File: config.mk
export PLATFORM = sky130hd
export DESIGN_NAME = pic_rw_sequencer
export DESIGN_NICKNAME = d
export VERILOG_FILES = /design/src/rtl/pic_rw_sequencer_pkg.sv /design/src/rtl/pic_rw_sequencer_strobe_sync.sv /design/src/rtl/pic_rw_sequencer.sv
export SDC_FILE = /design/constraint.sdc
export NUM_CORES = 1
export LEC_CHECK = 0
export CAP_MARGIN = 20
export CORE_MARGIN = 2
export CORE_UTILIZATION = 45
export DETAILED_ROUTE_END_ITERATION = 7
export HOLD_SLACK_MARGIN = 0.02
export PLACE_DENSITY = 0.74
export SKIP_CTS_REPAIR_TIMING = 1
export SLEW_MARGIN = 20
export SYNTH_ARGS = -nofsm -noshare
export SYNTH_HDL_FRONTEND = slang
export SYNTH_SLANG_ARGS = --single-unit
File: constraint.sdc
create_clock -name clk -period 2 [get_ports clk]
set_input_delay 0.4 -clock clk [delete_from_list [all_inputs] [get_ports clk]]
set_output_delay 0.4 -clock clk [all_outputs]
set_load 0.02 [all_outputs]
File: src/rtl/pic_rw_sequencer_pkg.sv
// pic_rw_sequencer_pkg: shared encodings for the PIC read/write sequencer
// Holds the cw_flag word-type codes, the read_sel register codes and the
// sequencer state enum used by pic_rw_sequencer.
package pic_pkg;
    typedef enum logic [2:0] {
        ST_IDLE,
        ST_WAIT_ICW2,
        ST_WAIT_ICW3,
        ST_WAIT_ICW4,
        ST_READY
    } state_t;

    localparam logic [2:0] FLAG_ICW1 = 3'd0;
    localparam logic [2:0] FLAG_ICW2 = 3'd1;
    localparam logic [2:0] FLAG_ICW3 = 3'd2;
    localparam logic [2:0] FLAG_ICW4 = 3'd3;
    localparam logic [2:0] FLAG_OCW1 = 3'd4;
    localparam logic [2:0] FLAG_OCW2 = 3'd5;
    localparam logic [2:0] FLAG_OCW3 = 3'd6;
    localparam logic [2:0] FLAG_NONE = 3'd7;

    localparam logic [2:0] RSEL_NONE = 3'b000;
    localparam logic [2:0] RSEL_IRR  = 3'b001;
    localparam logic [2:0] RSEL_ISR  = 3'b101;
    localparam logic [2:0] RSEL_IMR  = 3'b011;
endpackage

File: src/rtl/pic_rw_sequencer_strobe_sync.sv
// pic_strobe_sync: optional strobe synchronizer plus wr_n rising-edge commit detector
// Config macro: PIC_RW_SYNC_EN -- when defined, cs_n/rd_n/wr_n pass a two-flop
// synchronizer (reset to 1) and a0/data_in are delayed to stay aligned.
// Ports:
//   clk, reset                  clock, synchronous active-high reset
//   cs_n, rd_n, wr_n, a0, data_in  raw CPU bus inputs
//   cs_s, rd_s, wr_s, a0_s, data_s sampled (optionally synchronized) copies
//   commit                      high on the sample where wr_n rises after a
//                               qualified low sample (cs_n=0, rd_n=1)
module pic_strobe_sync (
    input  logic       clk,
    input  logic       reset,
    input  logic       cs_n,
    input  logic       rd_n,
    input  logic       wr_n,
    input  logic       a0,
    input  logic [7:0] data_in,
    output logic       cs_s,
    output logic       rd_s,
    output logic       wr_s,
    output logic       a0_s,
    output logic [7:0] data_s,
    output logic       commit
);
    logic arm_ok;
    logic armed;
    logic low_q;
    logic ok_q;
`ifdef PIC_RW_SYNC_EN
    logic [1:0] cs_f;
    logic [1:0] rd_f;
    logic [1:0] wr_f;
    logic [1:0] a0_f;
    logic [7:0] d_f [2];
    always_ff @(posedge clk) begin
        if (reset) begin
            cs_f   <= 2'b11;
            rd_f   <= 2'b11;
            wr_f   <= 2'b11;
            a0_f   <= 2'b00;
            d_f[0] <= 8'h00;
            d_f[1] <= 8'h00;
        end else begin
            cs_f   <= {cs_f[0], cs_n};
            rd_f   <= {rd_f[0], rd_n};
            wr_f   <= {wr_f[0], wr_n};
            a0_f   <= {a0_f[0], a0};
            d_f[0] <= data_in;
            d_f[1] <= d_f[0];
        end
    end
    assign cs_s   = cs_f[1];
    assign rd_s   = rd_f[1];
    assign wr_s   = wr_f[1];
    assign a0_s   = a0_f[1];
    assign data_s = d_f[1];
    // Arm only once the whole chain reads high, so a write straddling reset
    // cannot surface as a fresh low pulse through the reset-to-1 flops.
    assign arm_ok = wr_n & (&wr_f);
`else
    assign cs_s   = cs_n;
    assign rd_s   = rd_n;
    assign wr_s   = wr_n;
    assign a0_s   = a0;
    assign data_s = data_in;
    assign arm_ok = wr_n;
`endif

    // armed blocks any write already in progress at reset from committing:
    // a wr_n low phase only counts once wr_n has been seen high after reset.
    always_ff @(posedge clk) begin
        if (reset) begin
            armed <= 1'b0;
            low_q <= 1'b0;
            ok_q  <= 1'b0;
        end else begin
            armed <= armed | arm_ok;
            low_q <= armed & ~wr_s;
            ok_q  <= ~cs_s & rd_s;
        end
    end

    assign commit = wr_s & low_q & ok_q;
endmodule

File: src/rtl/pic_rw_sequencer.sv
// pic_rw_sequencer: 8259-style ICW/OCW write sequencer and read-register select
// Config macro: PIC_RW_SYNC_EN (see pic_strobe_sync) adds a strobe synchronizer.
// Ports:
//   clk, reset          clock, synchronous active-high reset
//   cs_n, rd_n, wr_n    low-active chip select / read / write strobes
//   a0, data_in         address bit and CPU data bus
//   cw_data, cw_flag    captured control word and its type (7 = none)
//   cw_valid            one-cycle commit pulse
//   read_sel, data_oe   selected read register and bus drive enable
//   init_done           high while the ICW sequence is complete (READY)
module pic_rw_sequencer
    import pic_pkg::*;
(
    input  logic       clk,
    input  logic       reset,
    input  logic       cs_n,
    input  logic       rd_n,
    input  logic       wr_n,
    input  logic       a0,
    input  logic [7:0] data_in,
    output logic [7:0] cw_data,
    output logic [2:0] cw_flag,
    output logic       cw_valid,
    output logic [2:0] read_sel,
    output logic       data_oe,
    output logic       init_done
);
    logic       cs_s, rd_s, wr_s, a0_s, commit;
    logic [7:0] data_s;
    logic       la0;
    logic [7:0] ldata;
    logic       sngl, ic4;
    logic [2:0] rreg;
    state_t     state, state_d;
    logic [2:0] flag_d;
    logic       rd_act;
    logic [2:0] read_sel_d;

    pic_strobe_sync u_sync (
        .clk     (clk),
        .reset   (reset),
        .cs_n    (cs_n),
        .rd_n    (rd_n),
        .wr_n    (wr_n),
        .a0      (a0),
        .data_in (data_in),
        .cs_s    (cs_s),
        .rd_s    (rd_s),
        .wr_s    (wr_s),
        .a0_s    (a0_s),
        .data_s  (data_s),
        .commit  (commit)
    );

    always_ff @(posedge clk) begin
        if (reset) begin
            la0   <= 1'b0;
            ldata <= 8'h00;
        end else if (~wr_s & ~cs_s & rd_s) begin
            la0   <= a0_s;
            ldata <= data_s;
        end
    end

    always_ff @(posedge clk) begin
        if (reset) begin
            state    <= ST_IDLE;
            sngl     <= 1'b0;
            ic4      <= 1'b0;
            rreg     <= RSEL_IRR;
            cw_valid <= 1'b0;
            cw_flag  <= FLAG_NONE;
            cw_data  <= 8'h00;
            read_sel <= RSEL_NONE;
            data_oe  <= 1'b0;
        end else begin
            state    <= state_d;
            cw_valid <= flag_d != FLAG_NONE;
            cw_flag  <= flag_d;
            read_sel <= read_sel_d;
            data_oe  <= rd_act;
            if (flag_d != FLAG_NONE) cw_data <= ldata;
            if (flag_d == FLAG_ICW1) begin
                sngl <= ldata[1];
                ic4  <= ldata[0];
                rreg <= RSEL_IRR;
            end
            if (flag_d == FLAG_OCW3 && ldata[1]) rreg <= ldata[0] ? RSEL_ISR : RSEL_IRR;
        end
    end

    // ICW1 (a0=0, bit4=1) restarts initialization from any state.
    always_comb begin
        state_d = state;
        flag_d  = FLAG_NONE;
        if (commit) begin
            if (~la0 & ldata[4]) begin
                flag_d  = FLAG_ICW1;
                state_d = ST_WAIT_ICW2;
            end else begin
                case (state)
                    ST_WAIT_ICW2: if (la0) begin
                        flag_d  = FLAG_ICW2;
                        state_d = ~sngl ? ST_WAIT_ICW3 : ic4 ? ST_WAIT_ICW4 : ST_READY;
                    end
                    ST_WAIT_ICW3: if (la0) begin
                        flag_d  = FLAG_ICW3;
                        state_d = ic4 ? ST_WAIT_ICW4 : ST_READY;
                    end
                    ST_WAIT_ICW4: if (la0) begin
                        flag_d  = FLAG_ICW4;
                        state_d = ST_READY;
                    end
                    ST_READY:
                        flag_d = la0 ? FLAG_OCW1 :
                                 (ldata[4:3] == 2'b00) ? FLAG_OCW2 :
                                 (ldata[4:3] == 2'b01) ? FLAG_OCW3 : FLAG_NONE;
                    default: ;
                endcase
            end
        end
    end

    always_comb begin
        rd_act     = ~cs_s & ~rd_s & wr_s & (state == ST_READY);
        read_sel_d = rd_act ? (a0_s ? RSEL_IMR : rreg) : RSEL_NONE;
    end

    assign init_done = state == ST_READY;
endmodule

# Word-level counts from Yosys, hierarchy flattened
# Cells that the tools add are included.
[op_classes]
eq_ne = 10
muxes = 20
bitwise = 16
n_reduce_logical = 8
[op_table]
columns = ["cell", "n"]
rows = [
  ["two-way mux 3 bit", 14],
  ["inequality test 3 bit, second input constant", 4],
  ["case mux 3 bit (4 select lines)", 1],
  ["AND 1 bit", 10],
  ["case mux 3 bit (3 select lines)", 1],
  ["equality test 3 x 2 -> 1 bit, second input constant", 2],
  ["equality test 3 bit, second input constant", 2],
  ["two-way mux 2 bit", 3],
  ["NOT 1 bit", 5],
  ["AND reduction 5 bit", 1],
  ["nonzero test 4 bit", 1],
  ["equality test 3 x 1 -> 1 bit, second input constant", 1],
  ["zero test 3 bit", 1],
  ["OR reduction 3 bit", 1],
  ["equality test 2 x 1 -> 1 bit, second input constant", 1],
  ["zero test 2 bit", 1],
  ["nonzero test 2 bit", 1],
  ["OR reduction 2 bit", 1],
  ["logical AND 1 bit", 1],
  ["two-way mux 1 bit", 1],
  ["OR 1 bit", 1],
]
[totals]
reg_bits = 36
inputBits = 14
output_inout_bits = 17
wordCells = 69

# Longest topological paths before layout
[depth]
depth_word = 10
mapped_depth = 5
ltp_nobuf = 5

# Cells and area by module
# A second synthesis with hierarchy kept.
[unflattened]
hier_cells = 148
area_unflattened_um2 = 1517.7
[by_module_without_submodules]
columns = ["module", "instances", "cells_each", "area_per_inst_um2", "seq_area_each_um2"]
rows = [
  ["pic_rw_sequencer", 1, 129, 1331.3, 620.6],
  ["pic_strobe_sync", 1, 19, 186.4, 60.1],
]

# Least setup slack after synthesis
# No wires, ideal clock.
[synth_path]
kind = "register -> register"
from = "reg state[0]"
to = "reg rreg[2]"
setup_ns = 0.117
arrival_ns = 1.553
required_time_ns = 1.883
path_slack_ns = 0.330
path_stages_with_launch = 6
n_path_buf = 0
period_less_slack_ns = 1.670
cell_sequence = "dfxtp_1 -> nor3b_2 -> a21boi_2 -> nor3_1 -> or3_4 -> o2bb2ai_1"
[synth_via]
elab_chain_cells = 7
elab_cells_between_ends = 12
classes_between = "eq/ne (5); mux (4); reduce/logical (3)"
[synth_lines]
columns = ["item", "line_no", "rtl"]
rows = [
  ["from (decl)", "pic_rw_sequencer.sv:34", "state_t state, state_d;"],
  ["from (signal assigned)", "pic_rw_sequencer.sv:77", "state <= state_d;"],
  ["equality test 3 bit *", "--", ""],
  ["named net init_done", "pic_rw_sequencer.sv:26", "output logic init_done"],
  ["case mux 3 bit (4 select lines) *", "pic_rw_sequencer.sv:101", "case (state)"],
  ["two-way mux 3 bit *", "pic_rw_sequencer.sv:97", "if (~la0 & ldata[4]) begin"],
  ["two-way mux 3 bit *", "pic_rw_sequencer.sv:96", "if (commit) begin"],
  ["equality test 3 bit", "pic_rw_sequencer.sv:88", "if (flag_d == FLAG_OCW3 && ldata[1]) rreg <= ldata[0] ? RSEL_ISR : RSEL_IRR;"],
  ["logical AND 1 bit", "pic_rw_sequencer.sv:88", ""],
  ["two-way mux 3 bit or nonzero test 2 bit (tied branches)", "--", ""],
  ["to (signal assigned)", "pic_rw_sequencer.sv:88", ""],
  ["to (decl)", "pic_rw_sequencer.sv:33", "logic [2:0] rreg;"],
]
# Mark *: on every way through the listed nets, which the timed path passes. The rest lies on a longest branch.
# A chain may end at the register's enable or synchronous reset.

# Worst setup path in the final report
[layout_path]
from = "reg state[2]"
to = "reg cw_data[6]"
[layout_via]
elab_chain_cells = 5
elab_cells_between_ends = 8
classes_between = "eq/ne (5); mux (3)"
[layout_lines]
columns = ["item", "line_no", "rtl"]
rows = [
  ["equality test 3 bit (tied with other cells)", "pic_rw_sequencer.sv:101", ""],
  ["case mux 3 bit (4 select lines) *", "pic_rw_sequencer.sv:101", ""],
  ["two-way mux 3 bit *", "pic_rw_sequencer.sv:97", ""],
  ["two-way mux 3 bit *", "pic_rw_sequencer.sv:96", ""],
  ["inequality test 3 bit *", "pic_rw_sequencer.sv:82", "if (flag_d != FLAG_NONE) cw_data <= ldata;"],
  ["to (signal assigned)", "pic_rw_sequencer.sv:82", ""],
  ["to (decl)", "pic_rw_sequencer.sv:21", "output logic [7:0] cw_data,"],
]
# Every way passes the cells marked *; elsewhere a longest branch is shown, timed or not.

==> Implementation_results.wiki <==
{| class="wikitable"
! Metric !! Value
|-
| Outcome || completed
|-
| Clock buffer count from CTS || 5
|-
| Number of failing setup endpoints in the final timing report || 0
|-
| Met2 WL post-DR || 1.261 mm
|-
| Number of cells in the design after placement || 203
|-
| Power per cell area || 634.6 mW/mm²
|-
| Clock sink count || 34
|-
| Final-layout fill cell count || 270
|-
| Unique cell type count in the Yosys netlist || 29
|-
| Clock transition time at the flip-flop clock pins of the worst setup and hold paths || 100 ps
|-
| Share of synthesized area occupied by flip-flops and latches || 49.10%
|-
| Final Cycle Share || 86.82%
|-
| Sort of element at the start of the critical path || flip-flop
|-
| Kind of end point of the critical path || flip-flop
|-
| Worst slack, placed || 18.26 ps
|-
| Die Width || 59.51 µm
|-
| Count of max-cap constraint violations || 0
|-
| Maximum fanout count along the critical path || 9
|-
| Routed wire length per instance || 12.58 µm
|-
| Post-route minimum period || 1736 ps
|-
| Post-route met1 wirelength || 1.263 mm
|-
| Met3 wire length || 101 µm
|-
| Placed wire-length estimate after detailed placement || 1.962 mm
|-
| Congestion Overflow GR || 0
|-
| Critical path type || flip-flop to flip-flop
|-
| CTS tree || built
|-
| Area taken by flip-flops and latches || 680.7 µm²
|-
| Lkg Pwr || 0.6490 nW
|-
| Setup repair after global routing missed its margin || no
|-
| Critical-path cell with the highest stage delay || sky130_fd_sc_hd__dfxtp_1
|-
| Die span in y || 59.51 µm
|-
| Final critical-path setup slack || 263.5 ps
|-
| Required arrival time at the worst endpoint || 2260 ps
|-
| Post-Synthesis Mean Instance Area || 9.902 µm²
|-
| Worst-Skew Late Latency || 330 ps
|-
| Port Buffer Count || 30
|-
| Peak Freq || 575.9 MHz
|-
| Starting DRC count in detailed routing || 21
|-
| Total Negative Setup Slacks || 0 ps
|-
| Count of inserted antenna diode cells || 0
|-
| Area of the mapped netlist || 0.001386 mm²
|-
| Depth of the CTS H-tree || 2
|-
| Antenna violations before repair || 0
|-
| Synthesis-to-layout area growth || 30.78%
|-
| Worst max-slew margin expressed relative to the limit || 74.16%
|-
| Die Outline Area || 0.003541 mm²
|-
| Largest delay share family, worst path || compound AO/OA/AOI/OAI gates
|-
| Total routing usage reported by global routing || 17.39%
|-
| Number of instances in the synthesized netlist || 140
|-
| Final cell area excluding filler cells || 0.001813 mm²
|-
| Maximum number of pins on one net before global-route repair || 25
|-
| Floorplan core area || 0.003003 mm²
|-
| Worst IR drop on VDD || 0.0004243 V
|-
| DR pass1 iterations || 4
|-
| Num rows || 20
|-
| Fraction of final layout cells sized beyond drive strength 1 || 10.67%
|-
| Post-Layout Cell Count || 211
|-
| Critical path cell sequence || nor3b_2, a21boi_2, nor2_1, a21oi_4, mux2i_1
|-
| Final count of pins violating max slew || 0
|-
| Detailed-route wire length || 2.655 mm
|-
| Weighted congestion at the end of routability-driven global placement || 0.8778
|-
| Max Root-Sink Buffers || 2
|-
| Remaining antenna violation count || 0
|-
| Wire length of the first global-routing pass || 4.547 mm
|-
| # IOs || 31
|-
| Net count after synthesis || 154
|-
| Starting density of the core || 46.17%
|-
| Buffers plus inverters on the worst setup path || 0
|-
| Final routed DRC violation total || 0
|-
| Total via count after detailed routing || 1,068
|-
| Worst min path class || flip-flop to flip-flop
|-
| Register bit count reported by yosys || 34
|-
| Uppermost layer routed || met4
|-
| Instance area after placement || 0.001750 mm²
|-
| Core Util, Final || 60.38%
|-
| Avg Vias per Cell || 5.062
|-
| Worst endpoint data arrival time || 2000 ps
|-
| Via count of the first global-routing pass || 1,075
|-
| Root Buffer Master || sky130_fd_sc_hd__clkbuf_4
|-
| Total area of multi-input combinational cells || 675.6 µm²
|-
| Final setup skew || 10.05 ps
|-
| Nets || 191
|-
| Warnings from Yosys || 0
|-
| Slew @ Worst Pin || 386.8 ps
|-
| Hold violation total from the final report || 0
|-
| Maximum cell stage delay along the critical path || 410 ps
|}
[worst paths after layout]
check / start / endpoint / slack, ps / cells past startpoint
max: state[2]$_SDFFE_PP0P_ / cw_data[6]$_SDFFE_PP0P_ / 260 / 5
min: u_sync.armed$_SDFF_PP0_ / u_sync.armed$_SDFF_PP0_ / 470 / 2
max reg2reg: state[2]$_SDFFE_PP0P_ / cw_data[6]$_SDFFE_PP0P_ / 260 / 5
min reg2reg: u_sync.armed$_SDFF_PP0_ / u_sync.armed$_SDFF_PP0_ / 470 / 2
[per-layer routing]
layer | track usage, % | vias up
met3 | 5.895 | 2
met2 | 28.57 | 22
li1 | - | 546
met4 | 6.349 | 0
met1 | 21.05 | 498
met5 | 0 | -
[metrics by stage]
step           power [mW]  hold WS, ps
2_1_floorplan      0.7442        421.0
3_3_place_gp       0.7829        441.1
3_5_place_dp       0.7858        450.1
4_1_cts             1.176        475.3
5_1_grt             1.212        506.1
6_report            1.151        467.7
[sequential cells by signal, indices dropped and copies added, names as in the netlist, 3 cells and up]
register and flops:
cw_data 8, ldata 8, cw_flag 3, read_sel 3, state 3
[area by class of cell]
cell class                 instances  share of cell area (%)
tap                               33                   2.277
clock inverter                     1                  0.2761
clock buffer                       7                   3.037
sequential                        34                   37.54
multi-input combinational         97                   37.27
inverter                           4                  0.8282
timing repair buffer              35                   18.77
[worst reg2reg max path, stage by stage, from the launching register on]
cell and delay [ps]:
sky130_fd_sc_hd__dfxtp_1 410, sky130_fd_sc_hd__nor3b_2 280, sky130_fd_sc_hd__a21boi_2 230, sky130_fd_sc_hd__nor2_1 110, sky130_fd_sc_hd__a21oi_4 380, sky130_fd_sc_hd__mux2i_1 260
[synth_stat cells]
cell / count / share of area [%]
sky130_fd_sc_hd__nor2_1: 17 / 4.6
sky130_fd_sc_hd__clkbuf_1: 4 / 1.1
sky130_fd_sc_hd__nor4bb_1: 1 / 0.72
sky130_fd_sc_hd__or2b_1: 1 / 0.54
sky130_fd_sc_hd__or3_1: 3 / 1.4
sky130_fd_sc_hd__a21oi_1: 7 / 2.5
sky130_fd_sc_hd__o21ai_1: 1 / 0.36
sky130_fd_sc_hd__and2_1: 2 / 0.90
sky130_fd_sc_hd__and4b_1: 2 / 1.4
sky130_fd_sc_hd__nand2_1: 3 / 0.81
sky130_fd_sc_hd__inv_1: 4 / 1.1
sky130_fd_sc_hd__or3_4: 1 / 0.81
sky130_fd_sc_hd__dfxtp_1: 34 / 49
sky130_fd_sc_hd__o2bb2ai_1: 1 / 0.63
sky130_fd_sc_hd__a211oi_1: 1 / 0.54
sky130_fd_sc_hd__mux2i_1: 18 / 13
sky130_fd_sc_hd__a221oi_1: 1 / 0.63
sky130_fd_sc_hd__and2b_1: 1 / 0.54
sky130_fd_sc_hd__buf_2: 1 / 0.36
sky130_fd_sc_hd__a21oi_4: 1 / 1.2
sky130_fd_sc_hd__nor3b_2: 1 / 0.90
sky130_fd_sc_hd__nor2b_1: 3 / 1.4
sky130_fd_sc_hd__nand2b_1: 22 / 9.9
sky130_fd_sc_hd__nor3b_1: 3 / 1.6
sky130_fd_sc_hd__a21oi_2: 1 / 0.63
sky130_fd_sc_hd__a21boi_2: 1 / 0.81
sky130_fd_sc_hd__nor3_1: 2 / 0.72
sky130_fd_sc_hd__nand3_1: 2 / 0.72
sky130_fd_sc_hd__o2bb2ai_2: 1 / 1.1
[placed cells by master, fill, tap and decap left out, types with 2 or more instances in the layout]
cell                              instances
sky130_fd_sc_hd__nand2_1                  3
sky130_fd_sc_hd__a21oi_1                  7
sky130_fd_sc_hd__buf_4                    5
sky130_fd_sc_hd__clkdlybuf4s50_1         29
sky130_fd_sc_hd__dfxtp_1                 34
sky130_fd_sc_hd__inv_1                    4
sky130_fd_sc_hd__and4b_1                  2
sky130_fd_sc_hd__nor3_1                   2
sky130_fd_sc_hd__nor2b_1                  3
sky130_fd_sc_hd__nand2b_1                22
sky130_fd_sc_hd__and2_1                   2
sky130_fd_sc_hd__nor3b_1                  2
sky130_fd_sc_hd__or3_1                    3
sky130_fd_sc_hd__nor3b_2                  2
sky130_fd_sc_hd__nand3_1                  2
sky130_fd_sc_hd__nor2_1                  17
sky130_fd_sc_hd__mux2i_1                 18
sky130_fd_sc_hd__clkbuf_4                 5
[report_power, final]
| part | switching, mW | total (mW) | internal, mW |
|---|---|---|---|
| clock | 0.211 | 0.381 | 0.170 |
| sequential | 0.00586 | 0.691 | 0.686 |
| combinational | 0.0318 | 0.0777 | 0.0459 |
| total | 0.249 | 1.15 | 0.902 |
[cells by family (layout without fill, tap and decap cells)]
logic type / Yosys count / after routing / synth area share, %
simple gates: 64 / 64 / 26.99
flops: 34 / 34 / 49.10
compound gates: 15 / 15 / 8.393
mux: 18 / 18 / 13.00
buf+inv: 9 / 47 / 2.526
Power figures use the tool's default switching activity.
==> variant 1: new RTL, config.mk and constraints unchanged <==
Build with the macro `PIC_RW_SYNC_EN` defined.
--- a/src/rtl/pic_rw_sequencer_strobe_sync.sv
+++ b/src/rtl/pic_rw_sequencer_strobe_sync.sv
@@ -7,6 +7,8 @@
 //   cs_s, rd_s, wr_s, a0_s, data_s sampled (optionally synchronized) copies
 //   commit                      high on the sample where wr_n rises after a
 //                               qualified low sample (cs_n=0, rd_n=1)
+`define PIC_RW_SYNC_EN
+
 module pic_strobe_sync (
     input  logic       clk,
     input  logic       reset,
Behaviour: not the same (Yosys sat finds a counterexample within 4 cycles, from zero or initial values and one cycle with reset high).
==> variant 1 against the original RTL <==
Cell area rose by 45%. Worst hold slack got worse by 0.058 ns. Sequential cell count rose by 24. Wire length rose by 28%. Synthesized cell count rose by 42%. Via count rose by 35%. Non-clock buffer count did not move. Total power rose by 110%. Area after synthesis rose by 49%. Setup slack got worse by 0.13 ns. Sequential share of layout area rose by 6.8 points. Core utilization fell by 0.56 points. Combinational power fell by 14%. Critical path type unchanged. Critical endpoint is now ic4$_SDFFE_PP0N_.
==> variant 1: results (changes against the original RTL) <==
| Metric | Value |
|---|---|
| Status | `finished, final reports clean` |
| Sw power | `0.4950 mW (+99%)` |
| Post-synthesis sequential area ratio | `0.5631 (+0.07213)` |
| Largest stage delay on the critical path | `0.54 ns (+0.13 ns)` |
| First-pass GRT wire length | `5851 um (+29%)` |
| H-tree depth | `3 (+1)` |
| Vias in the first global route | `1,268 (+18%)` |
| Iteration-0 DRC Markers | `77 (+270%)` |
| Total Nets Final | `246 (+29%)` |
| Flop2flop setup slack | `0.13 ns (-0.13 ns)` |
| Reg-to-reg endpoint | `ic4$_SDFFE_PP0N_` |
| Vias | `1,437 (+35%)` |
| Largest net degree at the start of global routing | `34 (+36%)` |
| WHS Path Cells | `1 (-1)` |
| GPL Wtd Cong | `0.8576 (-2.3%)` |
| Rel. slew slack | `0.7245 (-0.01710)` |
| Clock Skew | `0.007590 ns (-0.002462 ns)` |
| Met1 GRT Util | `0.1966 (-0.01389)` |
| Arr. time, crit path | `2.13 ns (+0.13 ns)` |
| Wirelength per Cell | `11.74 um (-6.7%)` |
| Post-Syn Nets | `213 (+38%)` |
| Biggest regs | `u_sync.d_f: 16 flops, cw_data: 8 flops, ldata: 8 flops` |
| Distinct cells, synth | `43 (+48%)` |
| Layout cells sized above 1 | `0.1814 (+0.07469)` |
| Worst IR Drop VDD | `0.0006277 V (+48%)` |
| GRT Total Usage | `0.1514 (-0.02248)` |
| Num CTS Buffers | `9 (+4)` |
| Origin of the critical flop-to-flop path | `state[1]$_SDFFE_PP0P_` |
| M3 GR Usage | `0.07314 (+0.01418)` |
## variant 1: cell count changes after synthesis, moves of 5 or more
cell	unedited run	this run
nand2b_1	22	1
or2_2	0	7
o21ai_0	0	10
mux2i_1	18	10
nand3_1	2	9
nor2b_1	3	19
a21oi_1	7	12
dfxtp_1	34	58
## variant 1: cells by family (layout without fill, tap and decap cells)
| family | count (synthesis) | after routing |
|---|---|---|
| compound gates | 32 | 32 |
| xor+xnor | 2 | 2 |
| buf+inv | 17 | 55 |
| flops | 58 | 58 |
| mux | 10 | 10 |
| simple gates | 80 | 80 |
## variant 1: worst max-delay path by stage
stage                     slack, ns  cells after the start                 endpoint             startpoint
final                          0.13                      5         ic4$_SDFFE_PP0N_  state[1]$_SDFFE_PP0P_
after global routing           0.01                      5         ic4$_SDFFE_PP0N_  state[1]$_SDFFE_PP0P_
after detailed placement       0.19                      5         ic4$_SDFFE_PP0N_  state[2]$_SDFFE_PP0P_
after CTS                     -0.18                      2                init_done  state[2]$_SDFFE_PP0P_
after global placement         0.23                      5        sngl$_SDFFE_PP0N_  state[2]$_SDFFE_PP0P_
after floorplan                0.25                      7  cw_data[2]$_SDFFE_PP0P_  state[0]$_SDFFE_PP0P_
## variant 1: final cells by class
class / instances / area (um2)
clock buffers: 9 / 123.9
clock inverters: 7 / 93.84
fillers: 364 / 1762
inverters: 4 / 15.01
multi-input cells: 124 / 822.0
flip-flops and latches: 58 / 1162
well taps: 52 / 65.06
repair buffers: 35 / 340.3
## variant 1: worst max-delay path, delay by kind of cell (launching register included)
family / cells / cell delay (ns)
and+or+nand+nor: 2 / 0.78
AOI/OAI and AO/OA: 2 / 0.30
xor gates and xnor gates: 1 / 0.19
DFF: 1 / 0.54
## variant 1: power groups by stage
stage / Sequential [mW] / Combinational, mW / Clock [mW]
floorplan: 1.21 / 0.0371 / 0
global placement: 1.21 / 0.0662 / 0
detailed placement: 1.21 / 0.0673 / 0
CTS: 1.19 / 0.0677 / 1.18
global route: 1.19 / 0.0756 / 1.24
finish: 1.19 / 0.0670 / 1.16
## variant 1: stage by stage
stage	cell area, um2	utilization
floorplan	2067	-
global placement	2390	0.5451
detailed placement	2390	0.5451
CTS	2608	0.5947
global route	2623	0.5982
finish	2623	0.5982
## variant 1: per-layer routing
metal | vias to the layer above | part of all wire
li1 | 753 | -
met1 | 645 | 0.51
met2 | 34 | 0.42
met3 | 5 | 0.054
met4 | 0 | 0.018
met5 | - | 0
==> variant 2: new RTL, same flow settings <==
Made on the original files. Re-encode `state_t` (5 states) as one-hot, 5 bits wide.
--- a/src/rtl/pic_rw_sequencer_pkg.sv
+++ b/src/rtl/pic_rw_sequencer_pkg.sv
@@ -2,12 +2,12 @@
 // Holds the cw_flag word-type codes, the read_sel register codes and the
 // sequencer state enum used by pic_rw_sequencer.
 package pic_pkg;
-    typedef enum logic [2:0] {
-        ST_IDLE,
-        ST_WAIT_ICW2,
-        ST_WAIT_ICW3,
-        ST_WAIT_ICW4,
-        ST_READY
+    typedef enum logic [4:0] {
+        ST_IDLE      = 5'b00001,
+        ST_WAIT_ICW2 = 5'b00010,
+        ST_WAIT_ICW3 = 5'b00100,
+        ST_WAIT_ICW4 = 5'b01000,
+        ST_READY     = 5'b10000
     } state_t;
 
     localparam logic [2:0] FLAG_ICW1 = 3'd0;
Behaviour: no difference found for any inputs over 10 cycles, from zero or initial values and one cycle with reset high; not proved beyond that.
==> variant 2 against the original RTL <==
Area after synthesis rose by 19%. Wire length rose by 41%. Cell area rose by 27%. Sequential share of layout area fell by 5.6 points. Core utilization rose by 6.9 points. Total power rose by 6.6%. Critical path type unchanged. Setup slack got worse by 0.25 ns. Critical path depth did not move. Sequential cell count rose by 2. Synthesized cell count rose by 22%. Via count rose by 35%.
==> variant 2: results (changes against the original RTL) <==
| Metric | Value |
|---|---|
| Status | `finished, final reports clean` |
| First-pass GRT wire length | `6382 um (+40%)` |
| Iteration-0 DRC Markers | `86 (+310%)` |
| First-pass DRT Iterations | `4 (unchanged)` |
| GPL Wtd Cong | `0.8405 (-4.2%)` |
| Post-synthesis sequential area ratio | `0.4370 (-0.05395)` |
| Skew-Pair Late Insertion Delay | `0.35 ns (+0.02 ns)` |
| Rel. slew slack | `0.6595 (-0.08202)` |
| GRT Total Usage | `0.1964 (+0.02250)` |
| Post-Syn Nets | `185 (+20%)` |
| Post-route cell area | `2298 um2 (+27%)` |
| Wirelength per Cell | `13.71 um (+9.0%)` |
| Leakage | `0.8422 nW (+30%)` |
| Commonest cells post-synth | `dfxtp_1 (36), nor2_1 (23), nand2b_1 (18)` |
| Dpl ws | `-0.2618 ns (-0.2801 ns)` |
| Total Nets Final | `240 (+26%)` |
| Most used DFF post-synth | `dfxtp_1` |
| Biggest regs | `cw_data: 8 flops, ldata: 8 flops, state: 5 flops` |
| Clk slew on worst S/H paths | `0.11 ns` |
| Hpwl dp | `2638 um (+34%)` |
| Vias | `1,447 (+35%)` |
| Top post-synthesis cells by area | `dfxtp_1 (44%), mux2i_1 (9.7%), nand2b_1 (6.8%)` |
| Fin crit share | `0.9919 (+0.1237)` |
| Distinct cells, synth | `47 (+62%)` |
| Clock buffer depth | `2 (unchanged)` |
| Largest net degree at the start of global routing | `38 (+52%)` |
| Initial antenna violation count | `0 (unchanged)` |
| Dpl cell area | `2116 um2 (+21%)` |
| Arr. time, crit path | `2.26 ns (+0.26 ns)` |
| Drt via density | `5.300 (+4.7%)` |
| Layout cells sized above 1 | `0.2555 (+0.1488)` |
| Core area | `3416 um2 (+14%)` |
| Hold slack | `0.4791 ns (+0.01141 ns)` |
| Clock Skew | `0.008777 ns (-0.001275 ns)` |
| Instance count of the mapped netlist | `171 (+22%)` |
| CP Max Fanout | `6 (-3)` |
| Worst IR Drop VDD | `0.0003183 V (-25%)` |
| Flop2flop setup slack | `0.02 ns (-0.25 ns)` |
| Fillcell total | `277 (+2.6%)` |
| Post-Place Cells | `259 (+28%)` |
-- variant 2: final cells by class --
type / instances / share of cell area
multi-input cells: 125 / 0.3985
flip-flops and latches: 36 / 0.3190
repair buffers: 57 / 0.2286
well taps: 46 / 0.02504
clock buffers: 7 / 0.02395
clock inverters: 1 / 0.003266
inverters: 1 / 0.001633
-- variant 2: logic make-up after synthesis --
family,Yosys count,synth area share
multiplexers,16,0.09711
flip-flops,36,0.4370
XOR/XNOR,3,0.01594
buffers and inverters,10,0.04248
AND/OR/NAND/NOR,74,0.2565
AO/OA/AOI/OAI,32,0.1510
-- variant 2: power breakdown --
group	total [mW]	internal, mW	switching [mW]
Combinational	0.0802	0.0471	0.0331
Sequential	0.729	0.722	0.00729
Clock	0.417	0.172	0.245
-- variant 2: critical path, stage by stage (launching register included) --
cell and delay [ns]:
dfxtp_4 0.38, nor4b_4 0.36, nand3_2 0.13, a2111o_1 0.44, or4_4 0.43, a211oi_2 0.19
-- variant 2: metal layers --
layer,GRT usage,part of all wire,vias to the layer above
li1,-,-,709
met1,0.2299,0.44,698
met2,0.3398,0.50,34
met3,0.06597,0.045,6
met4,0.05851,0.013,0
met5,0,0,-
-- variant 2: worst paths after layout --
kind	startpoint	to	cells past startpoint
max reg2reg	state[3]$_SDFFE_PP0P_	rreg[2]$_SDFFE_PP0P_	5
min	ldata[0]$_SDFFE_PP0P_	ic4$_SDFFE_PP0N_	2
min reg2reg	ldata[0]$_SDFFE_PP0P_	ic4$_SDFFE_PP0N_	2
max	state[3]$_SDFFE_PP0P_	rreg[2]$_SDFFE_PP0P_	5
